`src/rtl/keypad_scan_ctrl.sv`:
```
// Column-scanning controller for a 4x3 key matrix. Debounces press and release
// and hands one encoded key per physical press to the consumer via valid/ack.
module keypad_scan_ctrl #(
  parameter int SCAN_DIV   = 16,
  parameter int DBC_CYCLES = 8
) (
  input  logic       clk,
  input  logic       rst_n,
  input  logic [3:0] row_n,
  output logic [2:0] col_n,
  output logic [3:0] key_code,
  output logic       key_valid,
  input  logic       key_ack,
  output logic       overrun
);

  localparam int DW = (SCAN_DIV > 1) ? $clog2(SCAN_DIV) : 1;
  localparam int SW = $clog2(DBC_CYCLES);

  localparam logic [DW-1:0] DWELL_LAST  = DW'(SCAN_DIV - 1);
  localparam logic [SW-1:0] STABLE_LAST = SW'(DBC_CYCLES - 1);

  localparam logic [1:0] ST_SCAN     = 2'd0;
  localparam logic [1:0] ST_DEBOUNCE = 2'd1;
  localparam logic [1:0] ST_HOLD     = 2'd2;
  localparam logic [1:0] ST_RELEASE  = 2'd3;

  localparam logic [2:0] COL0_N   = 3'b110;
  localparam logic [3:0] ROWS_IDLE = 4'b1111;

  logic [3:0]    r_rs_meta;
  logic [3:0]    r_rs;
  logic [1:0]    r_state;
  logic [2:0]    r_col_n;
  logic [DW-1:0] r_dwell;
  logic [SW-1:0] r_stable;
  logic [3:0]    r_pattern;
  logic [3:0]    r_key_code;
  logic          r_key_valid;
  logic          r_overrun;

  logic [2:0]    w_col_next_n;
  logic          w_single_low;
  logic [3:0]    w_code;

  function automatic logic [1:0] row_index(input logic [3:0] pat);
    case (pat)
      4'b1110: row_index = 2'd0;
      4'b1101: row_index = 2'd1;
      4'b1011: row_index = 2'd2;
      default: row_index = 2'd3;
    endcase
  endfunction

  function automatic logic [1:0] col_index(input logic [2:0] cn);
    case (cn)
      3'b110:  col_index = 2'd0;
      3'b101:  col_index = 2'd1;
      default: col_index = 2'd2;
    endcase
  endfunction

  // Index = row*3 + col; positions 9..11 are CANCEL, 0 and START.
  function automatic logic [3:0] encode_key(input logic [1:0] row, input logic [1:0] col);
    logic [3:0] idx;
    idx = 4'(row) * 4'd3 + 4'(col);
    case (idx)
      4'd9:    encode_key = 4'hA;
      4'd10:   encode_key = 4'h0;
      4'd11:   encode_key = 4'hB;
      default: encode_key = idx + 4'd1;
    endcase
  endfunction

  // One-hot-low column drive rotated as a register, so col_n never glitches.
  assign w_col_next_n = {r_col_n[1:0], r_col_n[2]};
  assign w_single_low = ($countones(~r_rs) == 1);
  assign w_code       = encode_key(row_index(r_pattern), col_index(r_col_n));

  always_ff @(posedge clk or negedge rst_n) begin
    if (!rst_n) begin
      r_rs_meta   <= ROWS_IDLE;
      r_rs        <= ROWS_IDLE;
      r_state     <= ST_SCAN;
      r_col_n     <= COL0_N;
      r_dwell     <= '0;
      r_stable    <= '0;
      r_pattern   <= ROWS_IDLE;
      r_key_code  <= 4'h0;
      r_key_valid <= 1'b0;
      r_overrun   <= 1'b0;
    end else begin
      r_rs_meta <= row_n;
      r_rs      <= r_rs_meta;
      r_overrun <= 1'b0;

      // NOTE: non-blocking assignments resolve last-write-wins, so an accept
      // further down overrides this ack clear on the same edge.
      if (r_key_valid && key_ack) r_key_valid <= 1'b0;

      case (r_state)
        ST_SCAN: begin
          if (r_dwell == DWELL_LAST) begin
            r_dwell <= '0;
            if (w_single_low) begin
              r_pattern <= r_rs;
              r_stable  <= '0;
              r_state   <= ST_DEBOUNCE;
            end else begin
              r_col_n <= w_col_next_n;
            end
          end else begin
            r_dwell <= r_dwell + 1'b1;
          end
        end

        ST_DEBOUNCE: begin
          if (r_rs != r_pattern) begin
            r_col_n <= w_col_next_n;
            r_dwell <= '0;
            r_state <= ST_SCAN;
          end else if (r_stable == STABLE_LAST) begin
            r_state <= ST_HOLD;
            if (!r_key_valid || key_ack) begin
              r_key_code  <= w_code;
              r_key_valid <= 1'b1;
            end else begin
              r_overrun <= 1'b1;
            end
          end else begin
            r_stable <= r_stable + 1'b1;
          end
        end

        ST_HOLD: begin
          if (r_rs == ROWS_IDLE) begin
            r_stable <= '0;
            r_state  <= ST_RELEASE;
          end
        end

        ST_RELEASE: begin
          if (r_rs != ROWS_IDLE) begin
            r_state <= ST_HOLD;
          end else if (r_stable == STABLE_LAST) begin
            r_state <= ST_SCAN;
            r_col_n <= COL0_N;
            r_dwell <= '0;
          end else begin
            r_stable <= r_stable + 1'b1;
          end
        end

        default: r_state <= ST_SCAN;
      endcase
    end
  end

  assign col_n     = r_col_n;
  assign key_code  = r_key_code;
  assign key_valid = r_key_valid;
  assign overrun   = r_overrun;

endmodule

```
`config.mk`:
```
export PLATFORM = sky130hd
export DESIGN_NAME = keypad_scan_ctrl
export DESIGN_NICKNAME = d
export VERILOG_FILES = /design/src/rtl/keypad_scan_ctrl.sv
export SDC_FILE = /design/constraint.sdc
export NUM_CORES = 1
export LEC_CHECK = 0
export CORE_MARGIN = 2
export CORE_UTILIZATION = 30
export CTS_CLUSTER_DIAMETER = 80
export DETAILED_ROUTE_END_ITERATION = 8
export HOLD_SLACK_MARGIN = 0.03
export MAX_ROUTING_LAYER = met4
export SLEW_MARGIN = 10
export SYNTH_ARGS = -nofsm -noshare
export SYNTH_HDL_FRONTEND = slang
export SYNTH_SLANG_ARGS = --single-unit
```
`constraint.sdc`:
```
create_clock -name clk -period 3.29 [get_ports clk]
set_input_delay 0.4935 -clock clk [delete_from_list [all_inputs] [get_ports clk]]
set_output_delay 0.4935 -clock clk [all_outputs]
set_load 0.1 [all_outputs]
```
* After elaboration in Yosys (flattened, before gate mapping)
Cells that the tools add are included.
** Word-level totals
- Output and inout port bits :: 9
- Flip-flop bits (word level) :: 30
** Operators by class
- Muxes and demuxes :: 38
- Add/sub/neg operators :: 7
- Multiply operators :: 1
- Eq/ne operators :: 27
- Bitwise logic cells :: 2
- Reductions and logical operators :: 11
** Operators by type and width (number)
- 2-to-1 mux 3 bit :: 11
- == test 4 bit (second input constant) :: 8
- case mux 4 bit (3 select lines) :: 2
- 2-to-1 mux 4 bit :: 4
- != test 2 bit (second input constant) :: 8
- 2-to-1 mux 2 bit :: 7
- case mux 3 bit (4 select lines) :: 1
- AND reduction 5 bit :: 2
- == test 3 bit (second input constant) :: 3
- 2-to-1 mux 1 bit :: 9
- case mux 3 bit (3 select lines) :: 1
- adder 4 x 1 -> 4 bit (second input constant) :: 2
- case mux 2 bit (4 select lines) :: 1
- AND reduction 4 bit :: 2
- != test 3 bit (second input constant) :: 2
- case mux 2 bit (3 select lines) :: 1
- AND reduction 6 bit :: 1
- adder 1 x 1 -> 2 bit :: 2
- adder 4 x 2 -> 4 bit :: 1
- == test 2 bit (second input constant) :: 2
- multiplier 2 x 2 -> 4 bit (second input constant) :: 1
- != test 4 bit :: 1
- != test 4 bit (second input constant) :: 1
- NOT 4 bit :: 1
- 12 further kinds :: 12

* Logic depth before layout (Yosys ltp)
Gate-level depths: netlist of run 1.
- Word-level depth :: 7
- Mapped depth :: 11

* Least setup slack after synthesis of run 1
OpenSTA, ideal clock, no wires.
- Kind :: reg2reg
- Start :: reg r_col_n[0], in the netlist col_n[0]
- End :: reg r_key_code[3], in the netlist key_code[3]
- Path slack :: 0.375 ns
- Stages on the path, launching flop included :: 10
- Data arrival time :: 2.789 ns
- Clock period less this slack :: 2.915 ns
- Cells stage by stage :: dfrtp_1 > xor2_1 > nand2_1 > ha_1 > ha_1 > fa_1 > nand3_1 > xor2_1 > mux2i_1 > mux2_2
** On the way
- Longest elaborated chain between the ends :: 5
- Elaborated cells on any way between the ends :: 9
- Classes of those cells :: 2 x add/sub; 5 x eq/ne; 2 x mux
** RTL lines
- from (decl) :: line 34 : logic [2:0] r_col_n;
- from (signal assigned) :: line 110 : r_col_n <= w_col_next_n;
- from (signal assigned) :: line 119 : r_col_n <= w_col_next_n;
- == test 3 bit :: line 56 : case (cn)
- case mux 2 bit (2 select lines) (*) :: line 56
- adder 4 x 2 -> 4 bit (*) :: line 66 : idx = 4'(row) * 4'd3 + 4'(col);
- adder 4 x 1 -> 4 bit or == test 4 bit (tied branches) :: line 71, 67
- case mux 4 bit (3 select lines) (*) :: line 67 : case (idx)
- to (signal assigned) :: line 125 : r_key_code <= w_code;
- to (decl) :: line 38 : logic [3:0] r_key_code;
Mark *: on every way between the ends. The rest lies on a longest branch, timed or not.
A chain may end at the register's enable or synchronous reset.

* Worst setup path after layout of run 1
- Start :: reg r_pattern[1]
- End :: reg r_key_code[3], in the netlist key_code[3]
** On the way
- Longest elaborated chain between the ends :: 6
- Elaborated cells on any way between the ends :: 14
- Classes of those cells :: 2 x add/sub; 1 x mul; 7 x eq/ne; 2 x mux; 1 x bitwise; 1 x reduce/logical
** RTL lines
- from (decl) :: line 37 : logic [3:0] r_pattern;
- from (signal assigned) :: line 106 : r_pattern <= r_rs;
- == test 4 bit :: line 47 : case (pat)
- case mux 2 bit (3 select lines) :: line 47
- multiplier 2 x 2 -> 4 bit :: line 66
- adder 4 x 2 -> 4 bit :: line 66
- adder 4 x 1 -> 4 bit or == test 4 bit (tied branches) :: line 71, 67
- case mux 4 bit (3 select lines) :: line 67
Parallel ways exist; a longest one is shown, timed or not.

==> metrics.md, run 1 <==
| Metric | Value |
|---|---|
| Post-route insts no fill | `242` |
| PortBufs | `15` |
| Fin crit share | `87.9%` |
| Synth top cells by count | `dfrtp_1, dfstp_2, ha_1` |
| Sequential share of the synthesized area | `46.6%` |
| Initial antenna violation count | `0` |
| Number of max-cap violations | `0` |
| Buf+Inv Stages, Crit Path | `0` |
| Post-layout minimum cycle time | `2.89 ns` |
| Crit path max fanout | `6` |
| Via count | `1159` |
| Io pins | `16` |
| DRC viols | `0` |
| Most frequent cell after synthesis | `dfrtp_1` |
| Ys flop type | `dfrtp_1` |
| First-pass GRT wire length | `5280 um` |
| F_max | `346 MHz` |
| Final WL | `2950 um` |
| CP top delay family | `adder cells` |
| Status | `completed` |
| Synth Area in XOR/XNOR | `3.72%` |
| Die area | `0.00610 sq mm` |
| Routed Antenna Nets | `0` |
| Core region area | `0.00520 sq mm` |
| Dpl hpwl | `2160 um` |
| Clk_lat worst skew | `0.28 ns` |
| Cts hold-fix bufs | `0` |
| Arr. time, crit path | `3.06 ns` |
| Pre-CTS WS | `0.393 ns` |
| GRT Resource Usage Total | `11.5%` |
| Die width | `78.1 um` |
| Max-slew headroom | `32.5%` |
| RSZ-0062 raised after global routing | `no` |
| TritonRoute pass-1 iters | `4` |
| Initial Utilization | `31.7%` |
| CTS tree | `yes` |
| Mapped Area | `0.00165 sq mm` |
| Initial DRC Count | `32` |
| Final WS setup | `0.397 ns` |
| Number of enable flip-flop cells after synthesis | `0` |
| Power Dens Cells | `733 mW/mm^2` |
| Slowest-stage cell, CP | `dfstp_2` |
| Post-Synthesis Net Count | `170` |
| Synth Instances | `149` |
| Row cnt | `26` |
| RD Place Congestion | `0.790` |
| Post-DR wirelength/cell | `12.2 um` |
| Root buf cell | `clkbuf_8` |
| Area contributors post-synth | `dfrtp_1, dfstp_2, ha_1` |
| Largest net degree at the start of global routing | `22` |
| Worst slew pin tran | `1.01 ns` |
| CP max stage delay | `0.56 ns` |
| PostCTS Resize Cnt | `0` |
| Vias in the first global route | `1127` |
| Setup crit end kind | `register` |
| Placed Cells | `234` |
| CTS buffer count | `5` |
| Synthesized flop and latch total | `30` |
| Yosys cell types | `40` |
| CP Launch Type | `register` |
| Final hold viol count | `0` |
| Worst path cell trace | `nand4b_1 -> ha_1 -> nand2_1 -> nand2_1 -> ha_1 -> ha_1 -> fa_1 -> nand3_1 -> xor2_1 -> mux2i_1 -> mux2_2` |
| Setup Skew | `0.00741 ns` |
| Setup-failing EPs final | `0` |
| Layout fillers | `528` |
| Leak | `0.890 nW` |
| GRT overflow | `0` |
| Diodes inserted | `0` |
| Synth top area share | `24.3%` |
| Critical Path RT | `3.46 ns` |
| CP dominant cell by count | `ha_1` |
| Min-delay worst type | `reg2reg` |
| Main combinational cell family by area after synthesis | `simple AND/OR/NAND/NOR gates` |
| Die Ht | `78.1 um` |
| Async SR Flop Fraction | `100%` |
| Vias/cell | `4.79` |
| Layout cells sized above 1 | `23.3%` |
| CP Class | `reg2reg` |
| Area growth from synthesis to layout | `20.6%` |
| Setup TNS Final | `0 ns` |
| CTS clk-pin slew, worst paths | `0.07 ns` |
| Clock Sink Count | `30` |
| Post-synth top area cell | `dfrtp_1` |
| Fin. max-slew vios | `0` |
| Synth Area in Adders | `11.5%` |
| Simple-gate area share of the yosys netlist | `16.9%` |
| CTS H-tree depth | `2` |
| Post-synthesis compound-gate area fraction | `9.87%` |
| Number of post-CTS setup repair buffers | `0` |
| Ys Warns | `0` |
| Syn Area/Cell | `11.1 sq um` |
| Longest Clk Path Bufs | `2` |
| Nets | `192` |
| Worst IR drop on VDD | `446 uV` |
| Mux share of post-synthesis cell area | `8.50%` |
[worst register-to-register path: stages, from the launching register on]
cell	delay (ns)
dfstp_2	0.56
nand4b_1	0.14
ha_1	0.24
nand2_1	0.20
nand2_1	0.09
ha_1	0.20
ha_1	0.19
fa_1	0.55
nand3_1	0.11
xor2_1	0.16
mux2i_1	0.09
mux2_2	0.26
[report_power, final]
| group | leakage, nW | internal, mW | total [mW] | switching [mW] |
|---|---|---|---|---|
| logic | 0.474 | 0.234 | 0.576 | 0.342 |
| registers | 0.361 | 0.461 | 0.542 | 0.0810 |
| clock network | 0.0561 | 0.192 | 0.338 | 0.146 |
[layer usage]
layer	routed length, um	GRT usage [%]	vias to the layer above
met5	0	-	-
met4	61	6.14	0
met3	140	3.68	7
met2	1310	16.7	28
met1	1430	14.2	548
li1	-	-	576
[through the flow]
stage               hold WS [ns]  total power [mW]  area [sq um]  utilization, %
floorplan                  0.198              1.00          1650               -
global placement           0.346              1.12          1880            36.2
detailed placement         0.348              1.13          1880            36.2
CTS                        0.358              1.47          1990            38.2
global route               0.363              1.56          1990            38.2
finish                     0.356              1.46          1990            38.2
[cells by family after synthesis]
family | Yosys count
mux | 13
xor+xnor | 7
buf+inv | 12
compound gates | 23
simple gates | 50
flops | 30
fa+ha+maj | 14
[path summary, 6_finish.rpt]
| path | to | depth (start not counted) | slack (ns) | from |
|---|---|---|---|---|
| max in group asynchronous | r_pattern[3]$_DFFE_PN1P_ | 2 | 1.73 | rst_n |
| max reg2reg | key_code[3]$_DFFE_PN0P_ | 11 | 0.40 | r_pattern[1]$_DFFE_PN1P_ |
| min reg2reg | r_rs[1]$_DFF_PN1_ | 0 | 0.36 | r_rs_meta[1]$_DFF_PN1_ |
| min | r_rs[1]$_DFF_PN1_ | 0 | 0.36 | r_rs_meta[1]$_DFF_PN1_ |
| max | key_code[3]$_DFFE_PN0P_ | 11 | 0.40 | r_pattern[1]$_DFFE_PN1P_ |
| min in group asynchronous | key_valid$_DFF_PN0_ | 1 | 0.76 | rst_n |
[layout by cell type (no fill, tap or decap), drive strengths merged, types with 2 or more instances in the layout]
cell           netlist  routed
dfrtp               16      16
dfstp               14      14
clkdlybuf4s50        0      13
ha                  12      12
inv                 11      11
nand2               11      11
nand3               10      10
mux2                 8       8
o21ai                8       8
clkbuf               0       6
nor2                 5       5
mux2i                5       5
nor3                 4       4
xnor2                4       4
nand4b               3       3
xor2                 3       3
nand2b               3       3
nand4                3       3
nor3b                3       3
buf                  1       3
and3                 3       3
a21oi                3       3
o22a                 2       2
a211o                2       2
nor2b                2       2
fa                   2       2
clkinv               0       2
a21o                 2       2
[area by class of cell]
type	count	area [sq um]	share of cell area, %
clock buffers	6	93.8	4.72
clock inverters	2	10.0	0.504
inverters	11	41.3	2.08
multi-input cells	107	833	41.9
flip-flops and latches	30	768	38.7
well taps	70	87.6	4.41
repair buffers	16	153	7.68
[state kept, by name, summed over array words and instances (netlist names)]
| register | cells |
|---|---|
| key_code | 4 |
| r_dwell | 4 |
| r_pattern | 4 |
| r_rs | 4 |
| r_rs_meta | 4 |
| col_n | 3 |
| r_stable | 3 |
| r_state | 2 |
| key_valid | 1 |
| overrun | 1 |
(Power assumes the default switching activity.)
==> inputs of run 2 (changes only) <==
GPL_ROUTABILITY_DRIVEN = 0   (was unset)
==> results of run 2 <==
Same layout as run 1: the final DEF is identical, and so are final timing and power.
==> inputs of run 3 (changes only) <==
GPL_ROUTABILITY_DRIVEN = unset   (was 0)
REMOVE_ABC_BUFFERS = 1   (was unset)
SETUP_SLACK_MARGIN = 0.4   (was unset)
==> metrics.md, run 3 (synthesis results as in run 1) <==
| Metric | Value |
|---|---|
| Status | `completed` |
| CP max stage delay | `0.57 ns` |
| PortBufs | `15` |
| Die Ht | `78.1 um` |
| Die width | `78.1 um` |
| Nets | `196` |
| CP Class | `reg2reg` |
| CP Launch Type | `register` |
| GRT Resource Usage Total | `11.0%` |
| Largest net degree at the start of global routing | `20` |
| Number of max-cap violations | `0` |
| Placed Cells | `234` |
| Fin. max-slew vios | `0` |
| DRC viols | `0` |
| Setup crit end kind | `register` |
| Final WL | `2840 um` |
| Post-route insts no fill | `246` |
| Post-layout minimum cycle time | `2.77 ns` |
| Die area | `0.00610 sq mm` |
| Worst r2r src | `r_pattern[1]$_DFFE_PN1P_` |
| Power Dens Cells | `713 mW/mm^2` |
| Clock Sink Count | `30` |
| Final hold viol count | `0` |
| Initial DRC Count | `85` |
| Vias in the first global route | `1203` |
| GRT overflow | `0` |
| CTS H-tree depth | `2` |
| Worst slew pin tran | `0.973 ns` |
| Core region area | `0.00520 sq mm` |
| Initial antenna violation count | `0` |
| Worst path cell trace | `nand4b_1 -> ha_2 -> ha_1 -> ha_2 -> fa_1 -> nand3_1 -> xor2_1 -> mux2i_1 -> mux2_2` |
| Worst IR drop on VDD | `308 uV` |
| Hold_sp | `r_rs_meta[3]$_DFF_PN1_` |
| Setup TNS Final | `0 ns` |
| Clk_lat worst skew | `0.28 ns` |
| CTS tree | `yes` |
| Max-slew headroom | `34.9%` |
| Most frequent cells in the layout | `dfrtp_1, dfstp_2, clkdlybuf4s50_1` |
| RSZ-0062 raised after global routing | `no` |
| CTS clk-pin slew, worst paths | `0.06 ns` |
| Commonest non-fill, non-tap cell in the layout | `dfrtp_1` |
| WHS Endpoint | `r_rs[3]$_DFF_PN1_` |
| CTS buffer count | `5` |
| Critical Path RT | `3.45 ns` |
| RD Place Congestion | `0.771` |
| Layout cells sized above 1 | `27.3%` |
| Layout fillers | `533` |
| Min-delay worst type | `reg2reg` |
| Fin crit share | `84.3%` |
| F_max | `360 MHz` |
| Root buf cell | `clkbuf_8` |
| Reg-to-reg setup timing slack | `0.52 ns` |
| Initial Utilization | `31.7%` |
| Leak | `0.900 nW` |
| Setup-failing EPs final | `0` |
| Via count | `1155` |
| TritonRoute pass-1 iters | `4` |
| Arr. time, crit path | `2.93 ns` |
| First-pass GRT wire length | `5130 um` |
| Post-DR wirelength/cell | `11.5 um` |
| Row cnt | `26` |
| Io pins | `16` |
| Hold Path Depth | `0` |
| Longest Clk Path Bufs | `2` |
| CP dominant cell by count | `ha_2` |
| Dpl hpwl | `2100 um` |
| R2R depth | `9` |
| Vias/cell | `4.70` |
| Cts hold-fix bufs | `0` |
| Crit path max fanout | `5` |
| Area growth from synthesis to layout | `22.5%` |
| Worst R2R End | `key_code[3]$_DFFE_PN0P_` |
| Slowest-stage cell, CP | `dfstp_2` |
| Setup Skew | `0.00925 ns` |
| Diodes inserted | `0` |
| Routed Antenna Nets | `0` |
==> run 3: how the worst max path moves through the flow <==
stage               slack (ns)  cells past startpoint                startpoint                       to
floorplan                 0.37                      9      col_n[0]$_DFFE_PN0P_  key_code[3]$_DFFE_PN0P_
global placement          0.46                     11  r_pattern[1]$_DFFE_PN1P_  key_code[3]$_DFFE_PN0P_
detailed placement        0.41                     11  r_pattern[1]$_DFFE_PN1P_  key_code[3]$_DFFE_PN0P_
CTS                       0.46                     11  r_pattern[1]$_DFFE_PN1P_  key_code[3]$_DFFE_PN0P_
finish                    0.52                      9  r_pattern[1]$_DFFE_PN1P_  key_code[3]$_DFFE_PN0P_
global route              0.39                     11  r_pattern[0]$_DFFE_PN1P_  key_code[3]$_DFFE_PN0P_
==> run 3: power breakdown <==
part	switching, mW	internal, mW	total [mW]
Combinational	0.350	0.249	0.598
Clock	0.134	0.168	0.302
Sequential	0.0786	0.461	0.539
==> run 3: layer usage <==
metal	GRT usage, %	share of wire [%]	vias up
li1	-	-	584
met1	13.6	51	545
met2	16.5	43	20
met3	3.22	4.4	6
met4	5.26	1.8	0
met5	-	0	-
==> run 3: timing repair <==
action                                 4_1_cts  5_1_grt
gates resized for setup                      1        3
pin swaps                                    0        5
endpoints found under the hold margin        0        0
buffers inserted                             0        4
setup endpoints to repair                    1        2
==> run 3: cell type report <==
type                    count  area (sq um)  area share [%]
multi-input cells         107           846            41.9
flip-flops and latches     30           768            38.1
repair buffers             20           180            8.93
well taps                  70          87.6            4.34
clock buffers               6          82.6            4.09
inverters                  11          41.3            2.05
clock inverters             2          12.5           0.620
==> run 3: metrics by stage <==
stage | total power [mW] | worst slack, ns | hold slack, ns | util [%] | instance area (sq um)
CTS | 1.43 | 0.464 | 0.356 | 38.0 | 1980
global route | 1.56 | 0.394 | 0.359 | 38.8 | 2020
floorplan | 1.00 | 0.375 | 0.198 | - | 1640
global placement | 1.12 | 0.465 | 0.346 | 36.1 | 1880
detailed placement | 1.12 | 0.407 | 0.347 | 36.1 | 1880
finish | 1.44 | 0.516 | 0.355 | 38.8 | 2020
==> run 3: worst max-delay path, delay by kind of cell (launching register included) <==
kind / cells / cell delay (ns)
adder cells (fa/ha/maj): 4 / 1.35
flip-flops: 1 / 0.57
multiplexers: 2 / 0.34
AND/OR/NAND/NOR: 2 / 0.24
XOR/XNOR: 1 / 0.16
